## src/rtl/xor5_pkg.sv

```systemverilog
// xor5_pkg: shared widths, LFSR taps, seed default and FSM states for the 5-bit XOR scrambler path
package xor5_pkg;
    localparam int WIDTH = 5;
    localparam int LFSR_TAP_HI = 4;
    localparam int LFSR_TAP_LO = 1;
    localparam logic [WIDTH-1:0] SEED_DEFAULT = 5'b00001;
    localparam int KEY_PERIOD = 31;
    typedef enum logic {ST_IDLE, ST_RUN} state_t;
endpackage

```

## src/rtl/lfsr5.sv

```systemverilog
// lfsr5: seedable x^5+x^3+1 Fibonacci LFSR; a zero seed is replaced so the register never locks up
module lfsr5 #(
    parameter logic [xor5_pkg::WIDTH-1:0] SEED_DEFAULT = xor5_pkg::SEED_DEFAULT
) (
    input  logic                       clk,
    input  logic                       rst_n,
    input  logic                       load,
    input  logic [xor5_pkg::WIDTH-1:0] load_val,
    input  logic                       step,
    output logic [xor5_pkg::WIDTH-1:0] q
);
    import xor5_pkg::*;
    logic [WIDTH-1:0] q_q, q_d;
    always_comb
        q_d = load ? ((load_val == '0) ? SEED_DEFAULT : load_val)
            : step ? {q_q[WIDTH-2:0], q_q[LFSR_TAP_HI] ^ q_q[LFSR_TAP_LO]}
            : q_q;
    always_ff @(posedge clk or negedge rst_n)
        if (!rst_n) q_q <= SEED_DEFAULT;
        else        q_q <= q_d;
    assign q = q_q;
endmodule

```

## src/rtl/xor5_descrambler.sv

```systemverilog
// xor5_descrambler: XORs each accepted 5-bit word with an LFSR keystream behind a registered valid/ready output
module xor5_descrambler #(
    parameter int                  WIDTH        = xor5_pkg::WIDTH,
    parameter logic [WIDTH-1:0]    SEED_DEFAULT = xor5_pkg::SEED_DEFAULT
) (
    input  logic             clk,
    input  logic             rst_n,
    input  logic             seed_load,
    input  logic [WIDTH-1:0] seed,
    input  logic             in_valid,
    output logic             in_ready,
    input  logic [WIDTH-1:0] in_data,
    output logic             out_valid,
    input  logic             out_ready,
    output logic [WIDTH-1:0] out_data,
    output logic             key_wrap,
    output logic             seed_err
);
    import xor5_pkg::*;
    state_t           state_q, state_d;
    logic             out_valid_q, out_valid_d, key_wrap_q, key_wrap_d, seed_err_q, seed_err_d;
    logic [WIDTH-1:0] out_data_q, out_data_d, key;
    logic [4:0]       word_cnt_q, word_cnt_d;
    logic             accept, last_word;

    lfsr5 #(.SEED_DEFAULT(SEED_DEFAULT)) u_lfsr (
        .clk      (clk),
        .rst_n    (rst_n),
        .load     (seed_load),
        .load_val (seed),
        .step     (accept),
        .q        (key)
    );

    always_ff @(posedge clk or negedge rst_n)
        if (!rst_n) state_q <= ST_IDLE;
        else        state_q <= state_d;

    always_comb state_d = seed_load ? ST_RUN : state_q;

    always_comb in_ready = (state_q == ST_RUN) && !seed_load && (!out_valid_q || out_ready);

    assign accept    = in_valid && in_ready;
    assign last_word = word_cnt_q == 5'(KEY_PERIOD - 1);

    // seed_load wins: drops any pending word and restarts the count; accept is already blocked
    always_comb begin
        out_valid_d = seed_load ? 1'b0 : accept ? 1'b1 : out_ready ? 1'b0 : out_valid_q;
        out_data_d  = accept ? in_data ^ key : out_data_q;
        word_cnt_d  = seed_load ? 5'd0 : accept ? (last_word ? 5'd0 : word_cnt_q + 5'd1) : word_cnt_q;
        key_wrap_d  = accept && last_word;
        seed_err_d  = seed_load ? (seed == '0) : seed_err_q;
    end

    always_ff @(posedge clk or negedge rst_n)
        if (!rst_n) begin
            out_valid_q <= 1'b0;
            out_data_q  <= '0;
            word_cnt_q  <= '0;
            key_wrap_q  <= 1'b0;
            seed_err_q  <= 1'b0;
        end else begin
            out_valid_q <= out_valid_d;
            out_data_q  <= out_data_d;
            word_cnt_q  <= word_cnt_d;
            key_wrap_q  <= key_wrap_d;
            seed_err_q  <= seed_err_d;
        end

    assign out_valid = out_valid_q;
    assign out_data  = out_data_q;
    assign key_wrap  = key_wrap_q;
    assign seed_err  = seed_err_q;
endmodule

```

## config.mk

```make
export PLATFORM = sky130hd
export DESIGN_NAME = xor5_descrambler
export DESIGN_NICKNAME = d
export VERILOG_FILES = /design/src/rtl/xor5_pkg.sv /design/src/rtl/lfsr5.sv /design/src/rtl/xor5_descrambler.sv
export SDC_FILE = /design/constraint.sdc
export NUM_CORES = 1
export LEC_CHECK = 0
export ABC_AREA = 1
export CORE_MARGIN = 2
export CORE_UTILIZATION = 30
export CTS_BUF_LIST = sky130_fd_sc_hd__clkbuf_16
export DETAILED_ROUTE_END_ITERATION = 10
export DONT_BUFFER_PORTS = 1
export PLACE_DENSITY = 0.52
export SLEW_MARGIN = 20
export SYNTH_ARGS = -nofsm -noshare
export SYNTH_HDL_FRONTEND = slang
export SYNTH_SLANG_ARGS = --single-unit
```

## constraint.sdc

```tcl
create_clock -name clk -period 1.7 [get_ports clk]
set_input_delay 0.34 -clock clk [delete_from_list [all_inputs] [get_ports clk]]
set_output_delay 0.34 -clock clk [all_outputs]
set_load 0.01 [all_outputs]
```

* Word level (Yosys, flattened, before mapping)
Cells that the tools add are included.
Widths: inputs -> output; s select.
** Cells by class
- $add $sub $neg :: 1
- Equal/unequal tests :: 1
- Muxes and demuxes :: 9
- Bitwise logic cells :: 2
- Reduce and logical (&&, ||, !) cells :: 10
** Operator list (number)
- $mux 5 :: 6
- $add 5x1->5 const B :: 1
- $eq 5x5->1 const B :: 1
- $logic_not 5->1 :: 1
- $xor 5x5->5 :: 1
- $logic_and 1x1->1 :: 4
- $mux 1 :: 3
- $reduce_bool 3->1 :: 1
- $logic_not 1->1 :: 2
- $reduce_bool 2->1 :: 1
- $logic_or 1x1->1 :: 1
- $xor 1x1->1 :: 1
** Storage, ports and cells
- Flip-flop bits (word level) :: 19
- Input bits :: 15
- Output and inout bits :: 9
- Word-level logic and storage cells :: 30

* Logic depth before layout (Yosys ltp)
Gate-level depths: netlist of run 1.
- Depth after elaboration :: 6
- Mapped depth :: 7
- Mapped depth without buffers :: 7

* Hierarchy
A second synthesis of run 1 with hierarchy kept.
** Unflattened totals
- Cell total of the unflattened synthesis :: 120
- Area total of the unflattened synthesis :: 1016.0 um^2
** Modules (own cells, without submodules)
- xor5_descrambler :: instances 1, cells an instance 84, area each 743.2 um^2, sequential area each 350.3 um^2
- lfsr5 :: instances 1, cells an instance 36, area each 272.8 um^2, sequential area each 126.4 um^2

* Worst setup path before layout of run 1
OpenSTA, ideal clock, no wires.
- Path type :: register -> register
- Start point :: register word_cnt_q[0]
- End point :: register word_cnt_q[3]
- Library setup time :: 83 ps
- Data arrival time :: 1036 ps
- Required time :: 1617 ps
- Slack :: 581 ps
- Stages on the path, launching flop included :: 8
- Buffers on the path :: 0
- Clock period less this slack :: 1119 ps
- Path through :: dfrtp_1 > inv_1 > ha_1 > nand2_1 > nor2_1 > nor2_1 > nand2_1 > o21ai_0
** Between the ends
- Word-level cells in the longest chain between the ends :: 4
- Elaborated cells on any way between the ends :: 5
- Classes of those cells :: add/sub (1); eq/ne (1); mux (3)
** Ends and longest elaborated chain
- start: declaration :: line xor5_descrambler.sv:23 : logic [4:0] word_cnt_q, word_cnt_d;
- start signal: assignment :: line xor5_descrambler.sv:65 : word_cnt_q <= word_cnt_d;
- $add 5x1->5 / $eq 5x5->1 (equally long branches) :: line xor5_descrambler.sv:50, xor5_descrambler.sv:44
- $mux 5 * (3 in series) :: line xor5_descrambler.sv:50 : word_cnt_d = seed_load ? 5'd0 : accept ? (last_word ? 5'd0 : word_cnt_q + 5'd1) : word_cnt_q;
Mark *: on every way between the ends. The rest lies on a longest branch, timed or not. The select of a mux whose other input is x is not followed.
A chain may end at the register's enable or synchronous reset.

* Worst setup path after layout of run 1
- Start point :: register out_valid_q, in the netlist out_valid
- End point :: output in_ready
** Between the ends
- Word-level cells in the longest chain between the ends :: 3
** Ends and longest elaborated chain
- start: declaration :: line xor5_descrambler.sv:21 : logic out_valid_q, out_valid_d, key_wrap_q, key_wrap_d, seed_err_q, seed_err_d;
- start signal: assignment :: line xor5_descrambler.sv:63 : out_valid_q <= out_valid_d;
- $logic_not 1->1 :: line xor5_descrambler.sv:41 : always_comb in_ready = (state_q == ST_RUN) && !seed_load && (!out_valid_q || out_ready);
- $logic_or 1x1->1 :: line xor5_descrambler.sv:41
- $logic_and 1x1->1 :: line xor5_descrambler.sv:41
- end: declaration :: line xor5_descrambler.sv:11 : output logic in_ready,
No other way between the ends.

==> results by group, run 1 <==
Power and ir drop
  • Power density of the placed cells: 1100 mW/mm²
  • Worst IR drop on VDD: ~0.4 mV
  • Overall power: 0.00119 W
  • Leakage: 0.532 nW

Clock tree
  • CTS resizes: 0
  • Number of buffers inserted by hold repair at cts: 1
  • Maximum level of the CTS H-tree: 1
  • Clk slew on worst S/H paths: 0.06 ns
  • Master cell of the clock root buffer: sky130_fd_sc_hd__clkbuf_16
  • Clock latency at the later pin of the worst-skew pair: 0.25 ns
  • CTS tree: built
  • Sinks on the clock net: 19
  • TritonCTS buffer count: 3
  • Clk buf depth: 2
  • Post CTS Setup Buffer Count: 0

Timing
  • Worst Setup Slack, final: around 0.38 ns
  • Maximum operating frequency: 759 MHz
  • Post-route fraction of the period consumed by the critical path: 0.775
  • Final Hold Fails: 0
  • Minimum clock period: 1.32 ns
  • WHS: between 0.15 and 0.2 ns
  • Clock Skew: 0.00297 ns
  • Worst relative slew slack: 0.420
  • Slew at the pin closest to its max-slew limit: 0.867 ns
  • Number of max-slew violations in the final report: 0
  • Setup total negative slack: 0 ns
  • Setup repair after global routing missed its margin: no
  • Number of endpoints failing setup at the final stage: 0

Setup path
  • Sequence of cells on the critical path: nand2_1 > and2_1
  • Type of origin of the critical path: register
  • Setup Crit Path Kind: reg2out
  • Data required time at the worst endpoint: 1.36 ns
  • Delay of the slowest critical-path stage: 0.41 ns
  • Setup crit end kind: output pin
  • Origin of the critical flop-to-flop path: word_cnt_q[0]
  • Max stage delay cell, worst path: sky130_fd_sc_hd__dfrtp_1
  • Worst-path fanout max: 3
  • Critical Path AT: 0.98 ns
  • Startpoint of the worst setup timing path: out_valid

Place
  • Gpl congestion: ~0.75
  • Dpl ws: 0.442 ns
  • Number of buffers inserted by port buffering: 0
  • DPL Wire Length: about 1.3 mm

Global route
  • Total gr overflow: 0
  • Number of global-route vias before repair: a little under 700
  • Global-route wire length before repair: 3.15 mm
  • Number of antenna violations at the first check in global routing: 0
  • All-layer global routing usage: 0.121
  • Pin count of the biggest net entering global routing: 20

Run status
  • Status: finished clean

Cells and area
  • Most frequent cells in the layout: 34 x sky130_fd_sc_hd__nand2_1, 18 x sky130_fd_sc_hd__dfrtp_1, 14 x sky130_fd_sc_hd__inv_1
  • Leading cell type in the layout, fill and taps excluded: sky130_fd_sc_hd__nand2_1
  • Post-layout net count: 135
  • Fraction of layout cells with a size suffix above 1: 0.0855
  • Synthesis-to-finish area growth: 13.9%
  • Diodes inserted: 0
  • Count of fill cells added during filler insertion: 312

Routing
  • Final Routed Wirelength: 1.82 mm
  • WL/cell: ~11 µm
  • DRT Pass-1 Iters: 3
  • Vias after detailed routing: 696
  • DRC violations left: 0
  • Antenna Violating Nets Remaining: 0
  • Via density per instance: 4.32
  • Initial DRC count: 16

Floorplanning
  • Initial standard-cell utilization of the core: 0.313
  • Die outline area: 0.00363 mm²
  • Height of the die: 60.2 µm
  • Core area: 0.00303 mm²
  • Horizontal extent of the die: 60.2 µm
  • I/O pin total: 24
  • Site row count: 20

Yosys
  • Count of unique library cells instantiated by Yosys: 20
  • Avg Synthesized Cell Area: about 8.3 µm²
  • Syn Std Cell Area: 948 µm²
  • Synthesized flop and latch total: 19
  • Synthesized Nets: 131
  • Yosys warning count: 0
  • Post-synthesis instance total: 114
  • Portion of the post-synthesis area used by sequential elements: 0.503

Min path
  • Type of the worst min-delay path: in2reg
  • Hold Path Origin: seed_load

Job
  • Max-cap viol count: 0
area by class of cell:
cell class,count,area (µm²),area share
Sequential cell,19,477,0.441
Multi-Input combinational cell,78,398,0.368
Clock buffer,3,75.1,0.0695
Tap cell,44,55.1,0.0510
Inverter,14,52.6,0.0487
Timing Repair Buffer,2,17.5,0.0162
Clock inverter,1,5.00,0.00463
worst max-delay path, delay by kind of cell (launching register included):
family	cells	cell delay, ns
DFF	1	0.41
and+or+nand+nor	2	0.30
cell families after synthesis:
logic type / share of synthesized area
compound gates: 0.0950
xor+xnor: 0.0646
fa+ha+maj: 0.0264
buf+inv: 0.0778
flops: 0.503
simple gates: 0.234
synthesized netlist by cell type, drive strengths merged:
library cell   n  area share
a21oi          1      0.0053
and2           1      0.0066
buf            3       0.022
dfrtp         18        0.47
dfstp          1       0.028
ha             2       0.026
inv           14       0.055
nand2         35        0.14
nand3          7       0.042
nand4          1      0.0066
nor2           6       0.026
nor3           1       0.011
o21ai         17       0.090
xnor2          6       0.055
xor2           1      0.0092
worst paths after layout:
kind,to,slack [ns],cells past startpoint
max,in_ready,0.38,2
min,out_valid,0.20,1
max reg2reg,word_cnt_q[3],0.42,7
min reg2reg,state_q,0.46,2
max in group asynchronous,key_wrap,0.52,1
min in group asynchronous,u_lfsr.q[2],0.64,1
power breakdown:
part	total [W]	internal (W)	leakage [nW]	switching (W)
sequential	0.000565	0.000508	0.240	0.0000564
clock	0.000492	0.000316	0.0409	0.000176
combinational	0.000130	0.0000573	0.251	0.0000728
sequential cells by signal (all words and copies together), names as in the netlist:
signal,cells
key_wrap,1
out_data,5
out_valid,1
seed_err,1
state_q,1
u_lfsr.q,5
word_cnt_q,5
metal layers:
layer  wire length (µm)  vias up  global-route usage
met1                866      307               0.167
li1                   -      364                   -
met2                772       20               0.165
met3                112        5              0.0260
met4                 64        0              0.0857
met5                  0        -                   0
per-stage QoR:
stage / area, µm² / util / instances
final: 1080 / 0.357 / 161
after global routing: 1080 / 0.357 / 161
after CTS: 1080 / 0.357 / 161
after detailed placement: 990 / 0.327 / 156
after global placement: 990 / 0.327 / 156
after floorplan: 948 / - / 114
No activity file was read; power rests on OpenSTA's default activity.
==> run 2, diff against run 1 <==
--- a/config.mk
+++ b/config.mk
@@ -11,7 +11,7 @@
 export CTS_BUF_LIST = sky130_fd_sc_hd__clkbuf_16
 export DETAILED_ROUTE_END_ITERATION = 10
 export DONT_BUFFER_PORTS = 1
-export PLACE_DENSITY = 0.52
+export PLACE_DENSITY = 0.53
 export SLEW_MARGIN = 20
 export SYNTH_ARGS = -nofsm -noshare
 export SYNTH_HDL_FRONTEND = slang
==> constraint.sdc (replaced) <==
create_clock -name clk -period 1.2 [get_ports clk]
set_input_delay 0.24 -clock clk [delete_from_list [all_inputs] [get_ports clk]]
set_output_delay 0.24 -clock clk [all_outputs]
set_load 0.01 [all_outputs]
==> run 2 against run 1 <==
Register-to-register slack worse by 0.38 ns; combinational power up 76%; hold slack worse by 0.097 ns; count of clock-buffer cells in the layout unchanged; clock power up 38%; sequential share of layout area down 3.9 points; setup slack worse by 0.34 ns; cell count up 3.1%; core utilization up 3.6 points; critical path depth up 5; non-clock buffer count up 5; first-iteration DRC count up 25%; largest power group unchanged; highest routed layer unchanged.
==> results by group, run 2 (synthesized netlist as in run 1, its figures left out) <==
Setup path
  • Sequence of cells on the critical path: inv_2 > ha_4 > nand2_4 > nor2_4 > nor2_4 > nand2_1 > o21ai_0
  • Cell repeated most along the worst path: sky130_fd_sc_hd__nor2_4
  • Cell class contributing the biggest share of worst-path delay: flip-flops
  • Critical Path AT: 1.29 ns
  • Type of origin of the critical path: register
  • Max stage delay cell, worst path: sky130_fd_sc_hd__dfrtp_2
  • Setup crit end kind: register
  • Delay of the slowest critical-path stage: 0.44 ns
  • Worst-path fanout max: 4
  • Data required time at the worst endpoint: roughly 1.3 ns
  • Setup Crit Path Kind: reg2reg
  • Count of buffer and inverter cells on the critical path: 1
  • Register-to-register setup slack: 0.04 ns

Floorplanning
  • Horizontal extent of the die: 60.2 µm
  • Core area: approximately 0.0030 mm²
  • Initial standard-cell utilization of the core: 0.313
  • I/O pin total: 24
  • Site row count: 20
  • Die outline area: 0.00363 mm²
  • Height of the die: 60.2 µm

Power and ir drop
  • Net load switching power: 0.000441 W
  • Internal power: roughly 0.0013 W
  • Combinational share of power: 0.133
  • Sw frac: 0.257
  • Leakage: 0.580 nW
  • Overall power: 0.00172 W
  • Proportion of power drawn by the clock network: 0.396
  • Power density of the placed cells: 1440 mW/mm²
  • Sequential power share: 0.471
  • Worst IR drop on VDD: 0.449 mV

Clock tree
  • Sinks on the clock net: 19
  • CTS tree: built
  • Clk slew on worst S/H paths: 0.05 ns
  • Clock latency at the later pin of the worst-skew pair: 0.25 ns
  • Clk buf depth: 2
  • TritonCTS buffer count: 3
  • Master cell of the clock root buffer: sky130_fd_sc_hd__clkbuf_16
  • Maximum level of the CTS H-tree: 1

Cells and area
  • Most frequent cells in the layout: 32 x sky130_fd_sc_hd__nand2_1, 16 x sky130_fd_sc_hd__dfrtp_1, 14 x sky130_fd_sc_hd__inv_1
  • Synthesis-to-finish area growth: 25.5%
  • Final core utilization: 0.393
  • Post-layout net count: 140
  • Diodes inserted: 0
  • Leading cell type in the layout, fill and taps excluded: sky130_fd_sc_hd__nand2_1
  • Fraction of layout cells with a size suffix above 1: 0.197

Global route
  • Pin count of the biggest net entering global routing: 20
  • GRT met3 Usage: 0.0325
  • Total gr overflow: 0
  • Global-route wire length before repair: between 3 and 4 mm
  • All-layer global routing usage: 0.123
  • Number of global-route vias before repair: around 710
  • Met1 routing resource usage after global routing: 0.156
  • Most Used Layer, Global Route: met2
  • GR Util met2: 0.185
  • Number of antenna violations at the first check in global routing: 0

Timing
  • Slew at the pin closest to its max-slew limit: 0.858 ns
  • Final Hold Fails: 0
  • Post-route fraction of the period consumed by the critical path: 0.963
  • Clock Skew: 0.00163 ns
  • Maximum operating frequency: 865 MHz
  • Number of endpoints failing setup at the final stage: 0
  • Minimum clock period: 1.16 ns
  • Worst relative slew slack: 0.428
  • Number of max-slew violations in the final report: 0

Routing
  • DRT Pass-1 Iters: 4
  • Via density per instance: 4.43
  • Initial DRC count: 20
  • Antenna Violating Nets Remaining: 0
  • WL/cell: approximately 12 µm
  • DRC violations left: 0
  • Vias after detailed routing: 735
  • Final Routed Wirelength: 1.96 mm

Job
  • Max-cap viol count: 0

Place
  • Gpl congestion: 0.763
  • DPL Wire Length: about 1.4 mm
  • Number of buffers inserted by port buffering: 0

Min path
  • Type of the worst min-delay path: in2reg

Run status
  • Status: finished clean
-- run 2: through the flow --
stage                     setup WS (ns)  area [µm²]  hold WS [ns]  cells  TNS (ns)
after floorplan                  0.0813         948       -0.0556    114         0
after global placement           0.0301        1020       -0.0552    160         0
after detailed placement        -0.0393        1020       -0.0553    160   -0.0813
after CTS                      0.000190        1110         0.101    165         0
after global routing            -0.0206        1190         0.134    166   -0.0540
final                            0.0445        1190         0.102    166         0
-- run 2: area by class of cell --
type / instances / area [µm²]
Inverter: 14 / 52.6
Clock buffer: 3 / 75.1
Timing Repair Buffer: 7 / 61.3
Multi-Input combinational cell: 78 / 463
Sequential cell: 19 / 479
Clock inverter: 1 / 3.75
Fill cell: 315 / 1840
Tap cell: 44 / 55.1
-- run 2: per-layer routing --
metal | up-vias | wire [µm]
li1 | 376 | -
met1 | 323 | 935
met2 | 28 | 869
met3 | 8 | 103
met4 | 0 | 51
met5 | - | 0
-- run 2: what timing repair did --
action                                  4_1_cts  5_1_grt
hold buffers                                  1        0
resized for setup                             1       19
hold endpoints to repair                     19        0
setup buffers                                 0        1
pin swaps                                     0        4
endpoints found under the setup margin        4       30
-- run 2: final timing paths --
| kind | start | to | cells past startpoint |
|---|---|---|---|
| min | seed_load | out_valid | 1 |
| max | word_cnt_q[0] | word_cnt_q[3] | 7 |
| max reg2reg | word_cnt_q[0] | word_cnt_q[3] | 7 |
| min reg2reg | state_q | state_q | 2 |
| max in group asynchronous | rst_n | word_cnt_q[0] | 1 |
| min in group asynchronous | rst_n | u_lfsr.q[2] | 1 |
-- run 2: worst reg2reg max path: stages, from the launching register on --
cell and delay (ns):
sky130_fd_sc_hd__dfrtp_2 0.44, sky130_fd_sc_hd__inv_2 0.09, sky130_fd_sc_hd__ha_4 0.15, sky130_fd_sc_hd__nand2_4 0.05
sky130_fd_sc_hd__nor2_4 0.13, sky130_fd_sc_hd__nor2_4 0.05, sky130_fd_sc_hd__nand2_1 0.05, sky130_fd_sc_hd__o21ai_0 0.07
-- run 2: power groups by stage --
stage	clock network [W]	logic [W]	registers, W
3_5_place_dp	0	0.000185	0.000813
3_3_place_gp	0	0.000180	0.000810
2_1_floorplan	0	0.000156	0.000797
4_1_cts	0.000690	0.000202	0.000802
5_1_grt	0.000712	0.000267	0.000821
6_report	0.000680	0.000229	0.000808
==> run 3, diff against run 2 <==
--- a/config.mk
+++ b/config.mk
@@ -7,11 +7,11 @@
 export LEC_CHECK = 0
 export ABC_AREA = 1
 export CORE_MARGIN = 2
-export CORE_UTILIZATION = 30
+export CORE_UTILIZATION = 54
 export CTS_BUF_LIST = sky130_fd_sc_hd__clkbuf_16
 export DETAILED_ROUTE_END_ITERATION = 10
 export DONT_BUFFER_PORTS = 1
-export PLACE_DENSITY = 0.53
+export PLACE_DENSITY = 0.8
 export SLEW_MARGIN = 20
 export SYNTH_ARGS = -nofsm -noshare
 export SYNTH_HDL_FRONTEND = slang
==> run 3 against run 2 <==
Setup slack got worse by 0.017 ns; routed wire length decreased by 7.2%; register-to-register slack got worse by 0.02 ns; sequential share of layout area increased by 1.6 points; global-route usage increased by 6.4 points; total power decreased by 0.84%; cell count decreased by 15%; highest routed layer unchanged.
==> results by group, run 3 (synthesized netlist as in run 1, its figures left out) <==
Run status
  • Status: finished clean

Setup path
  • Data required time at the worst endpoint: 1.33 ns
  • Sequence of cells on the critical path: inv_2 > ha_1 > nand2_2 > nor2_4 > nor2_4 > nand2_1 > o21ai_0
  • Type of origin of the critical path: register
  • Origin of the critical flop-to-flop path: word_cnt_q[0]
  • Delay of the slowest critical-path stage: 0.42 ns
  • Critical Path AT: 1.30 ns
  • Worst-path fanout max: 4
  • Setup crit end kind: register
  • Startpoint of the worst setup timing path: word_cnt_q[0]
  • Cell repeated most along the worst path: sky130_fd_sc_hd__nor2_4
  • Setup Crit Path Kind: reg2reg
  • Max stage delay cell, worst path: sky130_fd_sc_hd__dfrtp_1

Global route
  • GRT met3 Usage: 0.0516
  • All-layer global routing usage: 0.187
  • Total gr overflow: 0
  • Number of antenna violations at the first check in global routing: 0
  • Global-route wire length before repair: 2.68 mm
  • Number of global-route vias before repair: 605
  • GR Util met2: 0.242
  • Most Used Layer, Global Route: met1
  • Pin count of the biggest net entering global routing: 20
  • Met1 routing resource usage after global routing: 0.261

Job
  • Max-cap viol count: 0

Cells and area
  • Post-layout net count: 142
  • Fraction of layout cells with a size suffix above 1: 0.169
  • Final core utilization: 0.673
  • Diodes inserted: 0
  • Most frequent cells in the layout: 33 x sky130_fd_sc_hd__nand2_1, 18 x sky130_fd_sc_hd__dfrtp_1, 14 x sky130_fd_sc_hd__inv_1
  • Final cell count without fillers: 141
  • Synthesis-to-finish area growth: 19.9%
  • Count of fill cells added during filler insertion: about 130
  • Leading cell type in the layout, fill and taps excluded: sky130_fd_sc_hd__nand2_1

Place
  • Number of buffers inserted by port buffering: 0
  • Gpl congestion: between 0.7 and 0.8
  • # placed instances: about 130
  • DPL Wire Length: 1.18 mm

Clock tree
  • Clock latency at the later pin of the worst-skew pair: 0.25 ns
  • TritonCTS buffer count: 3
  • Master cell of the clock root buffer: sky130_fd_sc_hd__clkbuf_16
  • Clk slew on worst S/H paths: 0.05 ns
  • Maximum level of the CTS H-tree: 1
  • Clk buf depth: 2
  • Sinks on the clock net: 19
  • CTS tree: built

Routing
  • DRT Pass-1 Iters: 4
  • WL/cell: approximately 13 µm
  • Via density per instance: 5.28
  • Final Routed Wirelength: 1.82 mm
  • Initial DRC count: 6
  • Antenna Violating Nets Remaining: 0
  • Vias after detailed routing: 744
  • DRC violations left: 0

Timing
  • Maximum operating frequency: 853 MHz
  • Number of max-slew violations in the final report: 0
  • Minimum clock period: 1.17 ns
  • Clock Skew: ~0.0017 ns
  • Setup repair after global routing missed its margin: yes
  • Worst relative slew slack: 0.437
  • Final Hold Fails: 0
  • Number of endpoints failing setup at the final stage: 0
  • Post-route fraction of the period consumed by the critical path: 0.977
  • Slew at the pin closest to its max-slew limit: 0.845 ns
  • WHS: about 0.093 ns

Power and ir drop
  • Overall power: 0.00170 W
  • Power density of the placed cells: 1500 mW/mm²
  • Leakage: 0.579 nW
  • Worst IR drop on VDD: between 0.9 and 1 mV

Min path
  • Type of the worst min-delay path: in2reg
  • Hold Path Origin: seed_load

Floorplanning
  • Die outline area: around 0.0021 mm²
  • Core area: approximately 0.0017 mm²
  • Initial standard-cell utilization of the core: 0.561
  • Height of the die: 45.9 µm
  • Horizontal extent of the die: 45.9 µm
  • I/O pin total: 24
  • Site row count: 15
run 3: cell count changes in the layout (fill, tap and decap cells not counted), sizes merged:
cell	previous run	this run
buf	6	8
run 3: critical path, delay by kind of cell, from the launching register on:
kind / cells / cell delay, ns
flops: 1 / 0.42
simple gates: 4 / 0.29
fa+ha+maj: 1 / 0.15
compound gates: 1 / 0.08
buf+inv: 1 / 0.09
run 3: cell type report:
| type | instances | area, µm² | area share |
|---|---|---|---|
| clock buffers | 3 | 75.1 | 0.0660 |
| repair buffers | 9 | 85.1 | 0.0748 |
| well taps | 17 | 21.3 | 0.0187 |
| flip-flops and latches | 19 | 477 | 0.419 |
| multi-input cells | 78 | 423 | 0.372 |
| inverters | 14 | 52.6 | 0.0462 |
| clock inverters | 1 | 3.75 | 0.00330 |
run 3: timing repair:
action,4_1_cts,5_1_grt
hold buffers,1,0
resized for setup,4,5
pin swaps,1,1
endpoints found under the hold margin,19,0
setup buffers,0,3
endpoints found under the setup margin,4,25
run 3: final timing paths:
kind / end / slack, ns / depth (start not counted)
setup reg to reg: word_cnt_q[3] / 0.03 / 7
min in group asynchronous: state_q / 0.16 / 1
max in group asynchronous: key_wrap / 0.52 / 1
setup / recovery: word_cnt_q[3] / 0.03 / 7
hold / removal: out_valid / 0.09 / 1
hold reg to reg: state_q / 0.46 / 2
run 3: power by group:
| group | switching [W] | internal (W) | total (W) |
|---|---|---|---|
| registers | 0.0000814 | 0.000720 | 0.000802 |
| clock network | 0.000236 | 0.000443 | 0.000679 |
| logic | 0.000113 | 0.000107 | 0.000221 |
| total | 0.000431 | 0.00127 | 0.00170 |
run 3: routing by layer:
layer	up-vias	share of wire
met3	5	0.060
met5	-	0
met1	338	0.48
li1	376	-
met2	25	0.42
met4	0	0.030
run 3: metrics by stage:
stage	cell area [µm²]	setup slack [ns]	setup TNS, ns
2_1_floorplan	948	0.0813	0
3_3_place_gp	986	0.0174	0
3_5_place_dp	986	-0.0582	-0.168
4_1_cts	1080	0.0132	0
5_1_grt	1140	-0.0455	-0.319
6_report	1140	0.0277	0
==> edit (config.mk and constraints of run 3) <==
Reset style: synchronous (`rst_n`), changed in 3 clocked blocks.
--- a/src/rtl/lfsr5.sv
+++ b/src/rtl/lfsr5.sv
@@ -17,3 +17,3 @@
             : q_q;
-    always_ff @(posedge clk or negedge rst_n)
+    always_ff @(posedge clk)
         if (!rst_n) q_q <= SEED_DEFAULT;
--- a/src/rtl/xor5_descrambler.sv
+++ b/src/rtl/xor5_descrambler.sv
@@ -34,3 +34,3 @@
 
-    always_ff @(posedge clk or negedge rst_n)
+    always_ff @(posedge clk)
         if (!rst_n) state_q <= ST_IDLE;
@@ -54,3 +54,3 @@
 
-    always_ff @(posedge clk or negedge rst_n)
+    always_ff @(posedge clk)
         if (!rst_n) begin
Formal check against the unedited RTL: differs if rst_n is asserted again (counterexample within 4 cycles, from zero or initial values and one cycle with rst_n low); with rst_n held inactive, the same outputs for 10 cycles.
==> edit against run 3 <==
The flow now finishes with violations (negative setup slack). Power shrank 14%. Worst setup slack worse by 0.086 ns. Global-route usage increased by 0.58 points. Sequential cell count unchanged. Combinational power fell by 46%. Synthesized cell count up 4.4%. Final area is 3.0% lower. Die area is 3.4% lower. Area after synthesis is 3.7% lower. Clock power decreased by 2%. Sequential share of layout area down 6.8 points. Clock skew increased by 0.0029 ns. Wire length rose by 19%. Critical path type unchanged. Largest power group unchanged.
==> edit: results (changes against run 3) <==
Synth
  • Post-synthesis adder-cell area fraction: 0.0274 (was 0.0264)
  • Mean Syn Cell Area: 7.68 µm² (was 8.32 µm²)
  • Seq/Total Area, Yosys: 0.416 (was 0.503)
  • Post-synthesis compound-gate area fraction: 0.174 (was 0.0950)
  • Post-synth top flop: dfxtp_1 (was dfrtp_1)
  • Netlist cell types: 21 (was 20)
  • Top cells by area, synth: dfxtp_1 42%, nand2_1 8.6%, a21oi_1 8.2% (was dfrtp_1 47%, nand2_1 13%, o21ai_0 6.3%)
  • Post-synth ARST share: 0 (was 1.00)

Power
  • Static Leak: 0.439 nW (was 0.579 nW)
  • Switching pwr: 0.319 mW (was 0.431 mW)
  • VDD IR max: 0.857 mV (was 0.937 mV)
  • Comb power frac: 0.081 (was 0.130)

Worst setup path
  • Largest stage delay, worst path: 0.37 ns (was 0.42 ns)
  • CP max-delay cell: dfxtp_4 (was dfrtp_1)

STA
  • Worst Slack Setup Final: -0.0585 ns (was 0.0277 ns)
  • Final worst clock skew: 0.00463 ns (was 0.00174 ns)
  • Final setup fails: 6 (was 0)
  • Setup tns final: -0.207 ns (was 0 ns)
  • Worst relative slew slack: 0.827 (was 0.437)

Run status
  • Failing checks: negative setup slack
  • Status: finished with violations (was completed)

Cells and area
  • Fin area: 1100 µm² (was 1140 µm²)
  • Non-clk buf share: 0.0408 (was 0.0748)
  • Filler-free cell count of the finished design: 143 (was 141)
  • Final nets: 145 (was 142)
  • Multi-input logic area: 508 µm² (was 423 µm²)
  • Non-clock inverters: 15 (was 14)
  • Fraction of area in clock buffers and inverters: 0.0714 (was 0.0693)
  • Buffers, non-clock: 6 (was 9)
  • Fillers: 113 (was 127)
  • Layout cells sized above 1: 0.205 (was 0.169)

Floorplanning
  • Tapcells: 16 (was 17)

Place
  • Placed Area: 936 µm² (was 986 µm²)
  • Post-DP HPWL: 1220 µm (was 1180 µm)
  • Final RePlAce weighted congestion: 0.808 (was 0.720)

Global routing
  • Largest net degree at the start of global routing: 16 (was 20)
  • Vias in the first global route: 665 (was 605)
  • First-pass GRT wire length: 2820 µm (was 2680 µm)

Drt
  • DRT Wirelength: 2160 µm (was 1820 µm)
  • Via count: 818 (was 744)

Clock tree
  • Cts hold-fix bufs: 0 (was 1)
-- edit: cell count changes after synthesis, sizes merged, moves of 2 or more --
cell and delta:
a21oi +14, dfrtp -18, nand2 -14, dfxtp +19
o21ai -4, nor2 +2, nand3 +3
-- edit: cells by family after synthesis --
family                   Yosys count
buffers and inverters             18
adder cells (fa/ha/maj)            2
AND/OR/NAND/NOR                   43
flip-flops                        19
AO/OA/AOI/OAI                     30
XOR/XNOR                           7
-- edit: worst paths after layout --
path | cells past startpoint | endpoint | slack [ns]
max reg2reg | 5 | word_cnt_q[3] | -0.06
max | 5 | word_cnt_q[3] | -0.06
min reg2reg | 2 | word_cnt_q[4] | 0.52
min | 1 | seed_err | 0.08
-- edit: routing by layer --
metal,vias to the layer above,GRT usage,share of wire
li1,407,-,-
met1,374,0.263,0.45
met2,35,0.271,0.48
met3,2,0.0520,0.069
met4,0,0.112,0.0042
met5,-,0,0
